--- config.mk ---
export PLATFORM = sky130hd
export DESIGN_NAME = cache_arbiter
export DESIGN_NICKNAME = d
export VERILOG_FILES = /design/src/rtl/cache_arbiter_pkg.sv /design/src/rtl/cache_arbiter_control.sv /design/src/rtl/cache_arbiter.sv
export SDC_FILE = /design/constraint.sdc
export NUM_CORES = 1
export LEC_CHECK = 0
export CORE_AREA = 2 2 276 278
export CTS_BUF_LIST = sky130_fd_sc_hd__clkbuf_8 sky130_fd_sc_hd__clkbuf_16
export CTS_CLUSTER_SIZE = 24
export DETAILED_ROUTE_END_ITERATION = 16
export DIE_AREA = 0 0 278 280
export GPL_ROUTABILITY_DRIVEN = 0
export SLEW_MARGIN = 25
export SYNTH_ARGS = -nofsm -noshare
export SYNTH_HDL_FRONTEND = slang
export SYNTH_HIERARCHICAL = 1
export SYNTH_SLANG_ARGS = --single-unit
--- constraint.sdc ---
create_clock -name clk -period 1.7 [get_ports clk]
set_input_delay 0.17 -clock clk [delete_from_list [all_inputs] [get_ports clk]]
set_output_delay 0.17 -clock clk [all_outputs]
set_load 0.005 [all_outputs]
--- src/rtl/cache_arbiter_pkg.sv ---
// Shared LC-3b types: memory word, cache line, line offset width.
// Also the arbiter state encoding and a line-alignment helper.
package lc3b_types;

  typedef logic [15:0] lc3b_word;
  typedef logic [127:0] lc3b_line;

  localparam int lc3b_line_offset_width = 4;

  typedef enum logic [1:0] {
    IDLE,
    SERVE_I,
    SERVE_D
  } arb_state_t;

  function automatic lc3b_word line_align(input lc3b_word a);
    return {a[15:lc3b_line_offset_width],
            {lc3b_line_offset_width{1'b0}}};
  endfunction

endpackage

--- src/rtl/cache_arbiter_control.sv ---
// Arbiter FSM: IDLE/SERVE_I/SERVE_D with round-robin last_grant.
// Ports: i_req, d_req, pmem_resp in; grant_i, grant_d, load, serve_i, serve_d out.
module arbiter_control
  import lc3b_types::*;
(
  input  logic clk,
  input  logic rst_n,
  input  logic i_req,
  input  logic d_req,
  input  logic pmem_resp,
  output logic grant_i,
  output logic grant_d,
  output logic load,
  output logic serve_i,
  output logic serve_d
);

  arb_state_t state, next;
  // 1 = D-cache won the most recent grant
  logic last_d;

  always_ff @(posedge clk or negedge rst_n) begin
    if (!rst_n) begin
      state  <= IDLE;
      last_d <= 1'b0;
    end else begin
      state <= next;
      if (load) last_d <= grant_d;
    end
  end

  always_comb begin
    next    = state;
    grant_i = 1'b0;
    grant_d = 1'b0;
    load    = 1'b0;
    unique case (state)
      IDLE: begin
        unique case (1'b1)
          i_req & d_req: begin
            grant_d = ~last_d;
            grant_i = last_d;
          end
          d_req & ~i_req: grant_d = 1'b1;
          i_req & ~d_req: grant_i = 1'b1;
          default: ;
        endcase
        load = i_req | d_req;
        if (grant_i) next = SERVE_I;
        else if (grant_d) next = SERVE_D;
      end
      SERVE_I: begin
        grant_i = 1'b1;
        if (pmem_resp) next = IDLE;
      end
      SERVE_D: begin
        grant_d = 1'b1;
        if (pmem_resp) next = IDLE;
      end
      default: next = IDLE;
    endcase
  end

  assign serve_i = (state == SERVE_I);
  assign serve_d = (state == SERVE_D);

endmodule

--- src/rtl/cache_arbiter.sv ---
// Arbitrates I-cache and D-cache line traffic onto one pmem port.
// Ports: icache_*/dcache_* client sides, pmem_* memory side, clk, rst_n.
module cache_arbiter
  import lc3b_types::*;
(
  input  logic     clk,
  input  logic     rst_n,
  input  logic     icache_pmem_read,
  input  lc3b_word icache_pmem_address,
  output logic     icache_pmem_resp,
  output lc3b_line icache_pmem_rdata,
  input  logic     dcache_pmem_read,
  input  logic     dcache_pmem_write,
  input  lc3b_word dcache_pmem_address,
  input  lc3b_line dcache_pmem_wdata,
  output logic     dcache_pmem_resp,
  output lc3b_line dcache_pmem_rdata,
  output logic     pmem_read,
  output logic     pmem_write,
  output lc3b_word pmem_address,
  output lc3b_line pmem_wdata,
  input  logic     pmem_resp,
  input  lc3b_line pmem_rdata
);

  logic grant_i, grant_d, load;
  logic serve_i, serve_d, done;

  arbiter_control u_ctrl (
    .clk       (clk),
    .rst_n     (rst_n),
    .i_req     (icache_pmem_read),
    .d_req     (dcache_pmem_read | dcache_pmem_write),
    .pmem_resp (pmem_resp),
    .grant_i   (grant_i),
    .grant_d   (grant_d),
    .load      (load),
    .serve_i   (serve_i),
    .serve_d   (serve_d)
  );

  assign done = (serve_i | serve_d) & pmem_resp;

  // Write wins when the D-cache raises read and write together.
  always_ff @(posedge clk or negedge rst_n) begin
    if (!rst_n) begin
      pmem_read    <= 1'b0;
      pmem_write   <= 1'b0;
      pmem_address <= '0;
      pmem_wdata   <= '0;
    end else if (load) begin
      pmem_address <= line_align(grant_d ? dcache_pmem_address
                                         : icache_pmem_address);
      pmem_wdata   <= dcache_pmem_wdata;
      pmem_write   <= grant_d & dcache_pmem_write;
      pmem_read    <= grant_i | (grant_d & ~dcache_pmem_write);
    end else if (done) begin
      pmem_read  <= 1'b0;
      pmem_write <= 1'b0;
    end
  end

  assign icache_pmem_resp  = serve_i & pmem_resp;
  assign dcache_pmem_resp  = serve_d & pmem_resp;
  assign icache_pmem_rdata = icache_pmem_resp ? pmem_rdata : '0;
  assign dcache_pmem_rdata = dcache_pmem_resp ? pmem_rdata : '0;

endmodule

# == Word-level counts from Yosys, hierarchy flattened ==
# Index checks and enable logic that the tools add are counted.
# totals
register_bits,145
output_inout_bits,404
# classes
muxes,17
eq_ne,4
bitwise,16
n_reduce_logical,4
# ops
op,count
2-to-1 mux 128 bit,2
2-to-1 mux 16 bit,1
AND 1 bit,8
case mux 1 bit (2 select lines),4
2-to-1 mux 1 bit,6
2-to-1 mux 2 bit,3
NOT 1 bit,4
OR 1 bit,4
case mux 2 bit (2 select lines),1
!= test 3 x 1 -> 1 bit (second input constant),1
equality test 2 x 1 -> 1 bit (second input constant),1
equality test 2 bit (second input constant),1
zero test 2 bit,1
!= test 2 x 1 -> 1 bit (second input constant),1
AND reduction 2 bit,1
nonzero test 2 bit,1
OR reduction 2 bit,1

# == Depth between registers and ports, before layout ==
# Gate-level depths: netlist of run 1.
# logic_depth
depth_word,8
ltp_mapped,8
depth_no_buf,6

# == Cells and area by module ==
# The synthesis of run 1 kept the hierarchy.
# by_module_without_submodules
mod,area_per_inst_um2,cells_each,n_inst
cache_arbiter,7355.8,654,1
arbiter_control,227.7,25,1

# == Worst setup path before layout of run 1 ==
# No wires, ideal clock.
# synth_path
path_kind,register -> register
startpoint,register u_ctrl.state[0]
endpoint,register pmem_wdata[101]
path_buffers,2
t_arrival_ps,1534
setup_ps,125
path_slack_ps,41
required_ps,1575
stages_incl_launch_ff,8
path_cell_list,dfrtp_1 -> inv_1 -> ha_1 -> o21ai_0 -> inv_1 -> buf_4 -> buf_6 -> mux2_2
# synth_via
elab_chain_len,2
# synth_rtl
item,line_no,source
start: declaration,cache_arbiter_control.sv:18,"arb_state_t state, next;"
start signal: assignment,cache_arbiter_control.sv:27,state <= next;
zero test 2 bit,cache_arbiter_control.sv:37,unique case (state)
2-to-1 mux 1 bit,cache_arbiter_control.sv:37,
net load,cache_arbiter.sv:26,"logic grant_i, grant_d, load;"
end signal: assignment,cache_arbiter.sv:54,pmem_wdata <= dcache_pmem_wdata;
end: declaration,cache_arbiter.sv:21,"output lc3b_line pmem_wdata,"
# The timed path passes the listed nets, and every way through them passes these cells.
# A chain may end at the register's enable or synchronous reset.

# == Worst setup path in the final report of run 1 ==
# layout_path
startpoint,register u_ctrl.state[1]
endpoint,output port dcache_pmem_rdata[34]
# layout_via
elab_chain_len,3
# layout_rtl
item,line_no,source
equality test 2 bit,cache_arbiter_control.sv:65,assign serve_d = (state == SERVE_D);
net serve_d,cache_arbiter.sv:27,"logic serve_i, serve_d, done;"
AND 1 bit,cache_arbiter.sv:64,assign dcache_pmem_resp = serve_d & pmem_resp;
2-to-1 mux 128 bit,cache_arbiter.sv:66,assign dcache_pmem_rdata = dcache_pmem_resp ? pmem_rdata : '0;
end: declaration,cache_arbiter.sv:17,"output lc3b_line dcache_pmem_rdata,"
# The timed path passes the listed nets, and every way through them passes these cells.

==> results.md, run 1 <==
* Status: complete, but fails checks
* Failing checks: setup timing
* Post-synthesis mux area share at 0.208
* Clock slew at reported path FFs at around 0.070 ns
* CTS Buf Count at 17
* Residual DRC at 0
* Worst path arrival time at slightly below 2 ns
* Die W at roughly 280 µm
* CP Capture Type: output port
* Clock Path Buffers at 2
* CP Cell Sequence: buf_6, ha_4, buf_8, buf_12, clkbuf_16, buf_6, and3_4, buf_6
* Area share of the largest cell type after synthesis at 0.478
* Layout cells sized above 1 at 0.532
* Initial antenna violation count at 32
* Clk root buf: clkbuf_16
* Worst setup margin at -0.465 ns
* Post-Synth Simple-Gate Area at 0.230
* Adder-cell share of the synthesized area at 0.00495
* Fill cells at around 7800
* Final Cycle Share at 1.27
* Placement Setup Slack at -0.529 ns
* Final global-route overflow total at 0
* Largest stage delay, worst path at ~0.4 ns
* Worst-Skew Late Latency at about 0.44 ns
* Final WL at 58200 µm
* Row count at just over 100
* Cell family with most CP delay: buffers and inverters
* CP Launch Type: register
* Area of the multi-input gates at around 4900 µm²
* Xor and xnor area share after synthesis at 0
* PD cells at about 1500 nW/µm²
* IO buf count at just under 700
* Worst-path fanout max at 8
* Met2 wire len at between 20000 and 30000 µm
* Largest family of logic cells by synthesized area: simple AND/OR/NAND/NOR gates
* Area leader, netlist: dfrtp_1
* Cell mode on critical path: buf_6
* Hold_ws at between 0.2 and 0.25 ns
* Initial Utilization at 0.101
* Ports at approximately 700
* Seq/Total Area, Yosys at 0.478
* CP Class: register to output port
* DIE HEIGHT at 280 µm
* Post-Syn Area at about 7600 µm²
* Die ar. at between 70000 and 80000 µm²
* Unrepaired setup endpoints after global routing: true
* Via density at around 3.7
* H-Tree Depth at 4
* First-pass GRT wire length at between 60000 and 70000 µm
* Unique masters post-synth at 27
* Fin. max-slew vios at 0
* Post-Place Cells at 2317
* Fmax achieved at between 400 and 500 MHz
* Cells after Synth at around 680
* DRT Pass-1 Iters at 4
* Via count at between 9000 and 10000
* Cell Count, Final, Fillers Out at between 2000 and 2500
* Yosys warnings at 6
* Setup-failing EPs final at between 300 and 400
* Max cap viols at 0
* Slowest-stage cell, CP: dfrtp_1
* Average wire per standard cell at 23.7 µm
* Pleak at about 8.6 nW
* Power, Total at approximately 29 mW
* # nets final at 1761
* Vias in the first global route at between 8000 and 9000
* Synth Area in Compound Gates at 0.0148
* Clock skew at ~0.014 ns
* Fin crit period at between 2 and 2.5 ns
* R2R Setup Slk at -0.30 ns
* CP Buf/Inv Count at 6
* Synthesized area per cell at between 10 and 15 µm²
* Synth Register Bits at about 150
* Final-report hold violation count at 0
* Pin count of the biggest net entering global routing at roughly 110
* Ranking of synthesized cells by area: dfrtp_1, and3_1, mux2_2
* Sequential cell area at between 3000 and 4000 µm²
* Layout Area Growth over Synthesis at 153%
* Clock sinks at ~150
* Length of routed wiring on met1 at between 20000 and 25000 µm
* Required time worst endpoint at between 1.5 and 2 ns
* Core area at about 75000 µm²
* Total GRT Usage at 0.122
* Clock tree from TritonCTS: done
* Final HPWL DP at ~42000 µm
* Max Used Layer: met5
* Peak supply drop at approximately 900 µV
* Hold/Removal Path Class: input pin to asynchronous set/reset pin
* DR iter-0 viols at about 320
* Antenna-violating nets left at 0
* Metal3 WL at 5030 µm
## synthesized netlist by cell type
cell type and count:
nand2b_1 2, dfrtp_1 145, mux2i_1 12, inv_1 6
buf_6 13, nand2_2 1, and3_2 12, nor3_1 1
a31o_2 1, mux2_2 128, clkbuf_2 1, ha_1 3
a21oi_1 14, o21ai_0 5, and3_1 245, nor2b_1 2
nand4_1 1, buf_4 6, buf_2 33, a31o_1 1
mux2_4 1, nor2_1 13, or2_2 1, clkbuf_1 26
nand2_1 2, nand3_1 3, conb_1 1
## registers in the layout, indices dropped and copies added (netlist names)
name / flops
u_ctrl/state: 2
pmem_address: 12
pmem_wdata: 128
pmem_write: 1
u_ctrl/last_d: 1
pmem_read: 1
## stage by stage
step / utilization / area, µm² / setup TNS (ns)
2_1_floorplan: - / 7590 / 0
5_1_grt: 0.255 / 19200 / -113.17
3_3_place_gp: 0.211 / 15900 / -91.55
4_1_cts: 0.222 / 16700 / -159.45
3_5_place_dp: 0.211 / 15900 / -91.06
6_report: 0.255 / 19200 / -92.81
## power breakdown
group	internal, mW	total, mW	leakage, nW	switching, mW
logic	11.8	18.4	6.62	6.56
clock network	2.24	4.13	0.295	1.89
registers	5.23	6.38	1.69	1.15
total	19.3	28.9	8.61	9.60
## metal layers
metal,up-vias,GRT usage
met5,-,0
met4,24,0.0310
met3,110,0.0461
met2,554,0.218
met1,4423,0.135
li1,4011,-
## worst register-to-register path: stages (launching register included)
cell	delay [ns]
dfrtp_1	0.40
buf_6	0.12
ha_4	0.21
buf_4	0.15
buf_6	0.11
buf_6	0.12
a31o_4	0.23
buf_12	0.16
buf_4	0.14
mux2i_1	0.15
a21oi_1	0.09
## layout make-up
class | instances | share of cell area
clock buffers | 17 | 0.0222
repair inverters | 2 | 0.00130
diodes | 1 | 0.000130
multi-input cells | 452 | 0.255
clock inverters | 15 | 0.00958
well taps | 978 | 0.0637
inverters | 6 | 0.00254
flip-flops and latches | 145 | 0.189
repair buffers | 840 | 0.457
## repair_timing
item / in CTS / in global routing
gates cloned: 4 / 36
gates resized for setup: 296 / 962
setup endpoints to repair: 388 / 401
pin swaps: 1 / 10
hold buffers: 1 / 0
buffers inserted: 14 / 58
hold endpoints to repair: 32 / 0
## path summary, 6_finish.rpt
kind,from,to,cells after the start
worst min-delay path,rst_n,pmem_address[11],2
worst min register to register,pmem_wdata[6],pmem_wdata[6],1
max in group asynchronous,rst_n,pmem_wdata[123],3
worst max-delay path,u_ctrl/state[1],dcache_pmem_rdata[34],8
worst max register to register,u_ctrl/state[1],pmem_address[7],10
min in group clk,dcache_pmem_wdata[26],pmem_wdata[26],2
## cells by family (layout without fill, tap and decap cells)
kind of cell | Yosys count | count (layout)
AOI/OAI and AO/OA | 21 | 21
adders and majority gates | 3 | 3
buffers and inverters | 85 | 880
DFF | 145 | 145
muxes | 141 | 141
other | 1 | 5
and+or+nand+nor | 283 | 283
## cell usage in the layout (no fill, tap or decap), drive strengths merged, types with 2 or more instances in the layout
master | Yosys | layout
and3 | 257 | 257
bufinv | 0 | 2
a31o | 2 | 2
o21ai | 5 | 5
clkinvlp | 0 | 2
nor2b | 2 | 2
nand3 | 3 | 3
nand2b | 2 | 2
a21oi | 14 | 14
mux2 | 129 | 129
clkinv | 0 | 2
clkdlybuf4s50 | 0 | 424
nor2 | 13 | 13
dlymetal6s2s | 0 | 2
inv | 6 | 17
ha | 3 | 3
mux2i | 12 | 12
nand2 | 3 | 3
dfrtp | 145 | 145
clkbuf | 27 | 135
conb | 1 | 4
buf | 52 | 295
(Power assumes the default switching activity.)
==> run 2, diff against run 1 <==
- CAP_MARGIN: default -> 20
- CORE_AREA: 2 2 276 278 -> 2 2 268 270
- DIE_AREA: 0 0 278 280 -> 0 0 270 272
- SYNTH_HIERARCHICAL: 1 -> default
==> run 2 against run 1 <==
Register-to-register slack improved by 0.09 ns; worst setup slack worse by 0.15 ns; critical path depth down 2; cell count is 9.4% higher; first-iteration DRC count increased by 64%; design area is 11% lower; the run still ends with setup timing left; die area down 5.7%; combinational power decreased by 21%; synthesized cell count grew 42%.
==> results.md, run 2 <==
* Unrepaired setup endpoints after global routing: true
* Seq/Total Area, Yosys at 0.476
* Core area at between 70000 and 80000 µm²
* Final WL at approximately 54000 µm
* Clock Path Buffers at 2
* Average wire per standard cell at between 20 and 25 µm
* Area leader, netlist: dfrtp_1
* Largest register by flop count: pmem_wdata
* Worst setup margin at -0.612 ns
* Reg-to-Reg Start: u_ctrl.state[1]
* Fin crit period at 2.31 ns
* Ys async rst share at 1.00
* Synth top cells by count: nand2_1, and3_1, dfrtp_1
* Fmax achieved at ~430 MHz
* Setup_tns at -100.71 ns
* Clock slew at reported path FFs at ~0.07 ns
* PD cells at between 1000 and 1500 nW/µm²
* Final global-route overflow total at 0
* Synth Register Bits at 145
* CP Class: register to output port
* Pleak at 9.19 nW
* Post-Syn Area at approximately 7600 µm²
* Hold_ws at between 0.15 and 0.2 ns
* Layout cells sized above 1 at 0.251
* CP Capture Type: output port
* # nets final at 1999
* Total GRT Usage at 0.138
* Top flop regs: pmem_wdata x128, pmem_address x12, u_ctrl.state x2
* Max cap viols at 0
* Max reg flops at 128
* Fin. max-slew vios at 0
* R2R Setup Slk at -0.21 ns
* Setup-failing EPs final at roughly 320
* CP Cell Sequence: buf_6, ha_4, buf_12, buf_6, and3_1, clkdlybuf4s50_1
* Worst R2R End: pmem_address[4]
* Initial antenna violation count at 53
* Clock skew at approximately 0.021 ns
* Area of the multi-input gates at around 3800 µm²
* Via density at 3.67
* Final HPWL DP at between 40000 and 50000 µm
* Cell mode on critical path: buf_6
* Hold/Removal Path Class: input pin to asynchronous set/reset pin
* Post-Place Cells at roughly 2600
* Vias in the first global route at between 9000 and 10000
* Clk root buf: clkbuf_16
* Required time worst endpoint at approximately 1.5 ns
* Post-layout util at 0.241
* Most frequent cells in the layout: clkdlybuf4s50_1, nand2_1, and3_1, dfrtp_1, clkbuf_2
* Pin count of the biggest net entering global routing at between 60 and 70
* First-pass GRT wire length at just over 70000 µm
* H-Tree Depth at 4
* Top-count cell post-synth: nand2_1
* Synthesized area per cell at 7.93 µm²
* Initial Utilization at 0.108
* DIE HEIGHT at roughly 270 µm
* Commonest non-fill, non-tap cell in the layout: clkdlybuf4s50_1
* DRT Pass-1 Iters at 4
* Fill cells at just under 8000
* Post-synth top flop: dfrtp_1
* IO buf count at 685
* Slowest-stage cell, CP: clkdlybuf4s50_1
* Final-report hold violation count at 0
* Area share of the largest cell type after synthesis at 0.476
* Failing checks: setup timing
* Cells after Synth at slightly below 1000
* Die W at between 200 and 300 µm
* Yosys warnings at 0
* Die ar. at 73400 µm²
* CTS Buf Count at 17
* R2R cell count at 9
* Via count at a little under 10000
* Worst-path fanout max at 8
* Peak supply drop at between 700 and 800 µV
* Final Cycle Share at 1.36
* Sequential cell area at ~3600 µm²
* Worst-Skew Late Latency at 0.48 ns
* Clock tree from TritonCTS: done
* Post-synth EDFFs at 0
* Row count at 98
* Worst path arrival time at approximately 2.1 ns
* CP Launch Type: register
* Cell Count, Final, Fillers Out at 2687
* Ranking of synthesized cells by area: dfrtp_1, and3_1, nand2_1
* Antenna-violating nets left at 0
* Layout Area Growth over Synthesis at 124%
* Status: complete, but fails checks
* Residual DRC at 0
* Clock sinks at around 150
* Largest stage delay, worst path at approximately 0.49 ns
* Unique masters post-synth at 29
* DR iter-0 viols at 520
* Ports at roughly 700
## run 2: cell types whose count changed after synthesis, moves of 12 or more
cell,change
and3_2,-12
nand2_1,+409
clkbuf_1,+44
buf_6,-12
mux2i_1,-12
o2111ai_1,+12
mux2_2,-128
a21oi_1,-12
## run 2: logic make-up (layout without fill, tap and decap cells)
| kind of cell | after synthesis | after routing | synth area share |
|---|---|---|---|
| compound gates | 36 | 36 | 0.0438 |
| buf+inv | 102 | 852 | 0.0568 |
| other cells | 1 | 26 | 0.000492 |
| flops | 145 | 145 | 0.476 |
| fa+ha+maj | 3 | 3 | 0.00492 |
| simple gates | 675 | 675 | 0.418 |
## run 2: power breakdown
part	total, mW	switching [mW]	internal [mW]	leakage [nW]
logic	14.6	6.51	8.08	7.09
clock network	4.34	1.60	2.74	0.326
registers	6.07	0.895	5.18	1.77
total	25.0	9.00	16.0	9.19
## run 2: layer usage
layer  wire length [µm]  global-route usage  up-vias  part of all wire
li1                   -                   -     4677                 -
met1              20800               0.149     4555              0.39
met2              24900               0.221      486              0.46
met3               6640              0.0842      105              0.12
met4               1370              0.0491       34             0.025
met5                233                   0        -            0.0043
## run 2: worst max-delay path by stage
stage                     slack (ns)               endpoint  cells past startpoint             from
final                          -0.61  icache_pmem_rdata[24]                      6  u_ctrl.state[0]
after global routing           -0.68  icache_pmem_rdata[24]                      6  u_ctrl.state[0]
after CTS                      -0.71   icache_pmem_rdata[2]                      6  u_ctrl.state[0]
after detailed placement       -0.26  dcache_pmem_rdata[11]                      6  u_ctrl.state[0]
after global placement         -0.25   dcache_pmem_rdata[6]                      6  u_ctrl.state[0]
after floorplan                 0.10       pmem_address[10]                      6  u_ctrl.state[0]
## run 2: area by class of cell
cell class / instances / area share
Multi-Input combinational cell: 718 / 0.225
Sequential cell: 145 / 0.212
Clock inverter: 15 / 0.0140
Tap cell: 950 / 0.0696
Timing Repair Buffer: 815 / 0.450
Inverter: 5 / 0.00110
Clock buffer: 17 / 0.0249
Antenna cell: 22 / 0.00322
## run 2: metrics by stage
| stage | cell area, µm² | total power [mW] | setup WS, ns |
|---|---|---|---|
| after floorplan | 7640 | 10.6 | 0.101 |
| after global placement | 16200 | 19.3 | -0.247 |
| after detailed placement | 16200 | 19.5 | -0.264 |
| after CTS | 16800 | 24.6 | -0.713 |
| after global routing | 17000 | 26.6 | -0.682 |
| final | 17100 | 25.0 | -0.612 |
## run 2: critical path: cells and delay by family, from the launching register on
family	cells	cell delay, ns
buf+inv	4	0.93
flops	1	0.39
simple gates	1	0.17
fa+ha+maj	1	0.16
## run 2: timing repair
| action | 4_1_cts | 5_1_grt |
|---|---|---|
| gates cloned | 5 | 11 |
| setup buffers | 17 | 24 |
| pin swaps | 10 | 3 |
| setup endpoints to repair | 402 | 404 |
| resized for setup | 443 | 358 |
| hold buffers | 1 | 0 |
| hold endpoints to repair | 145 | 0 |
==> run 3, diff against run 2 <==
- CTS_CLUSTER_DIAMETER: default -> 40
==> results of run 3 <==
No change in the layout: final DEF, timing and power equal those of run 2.
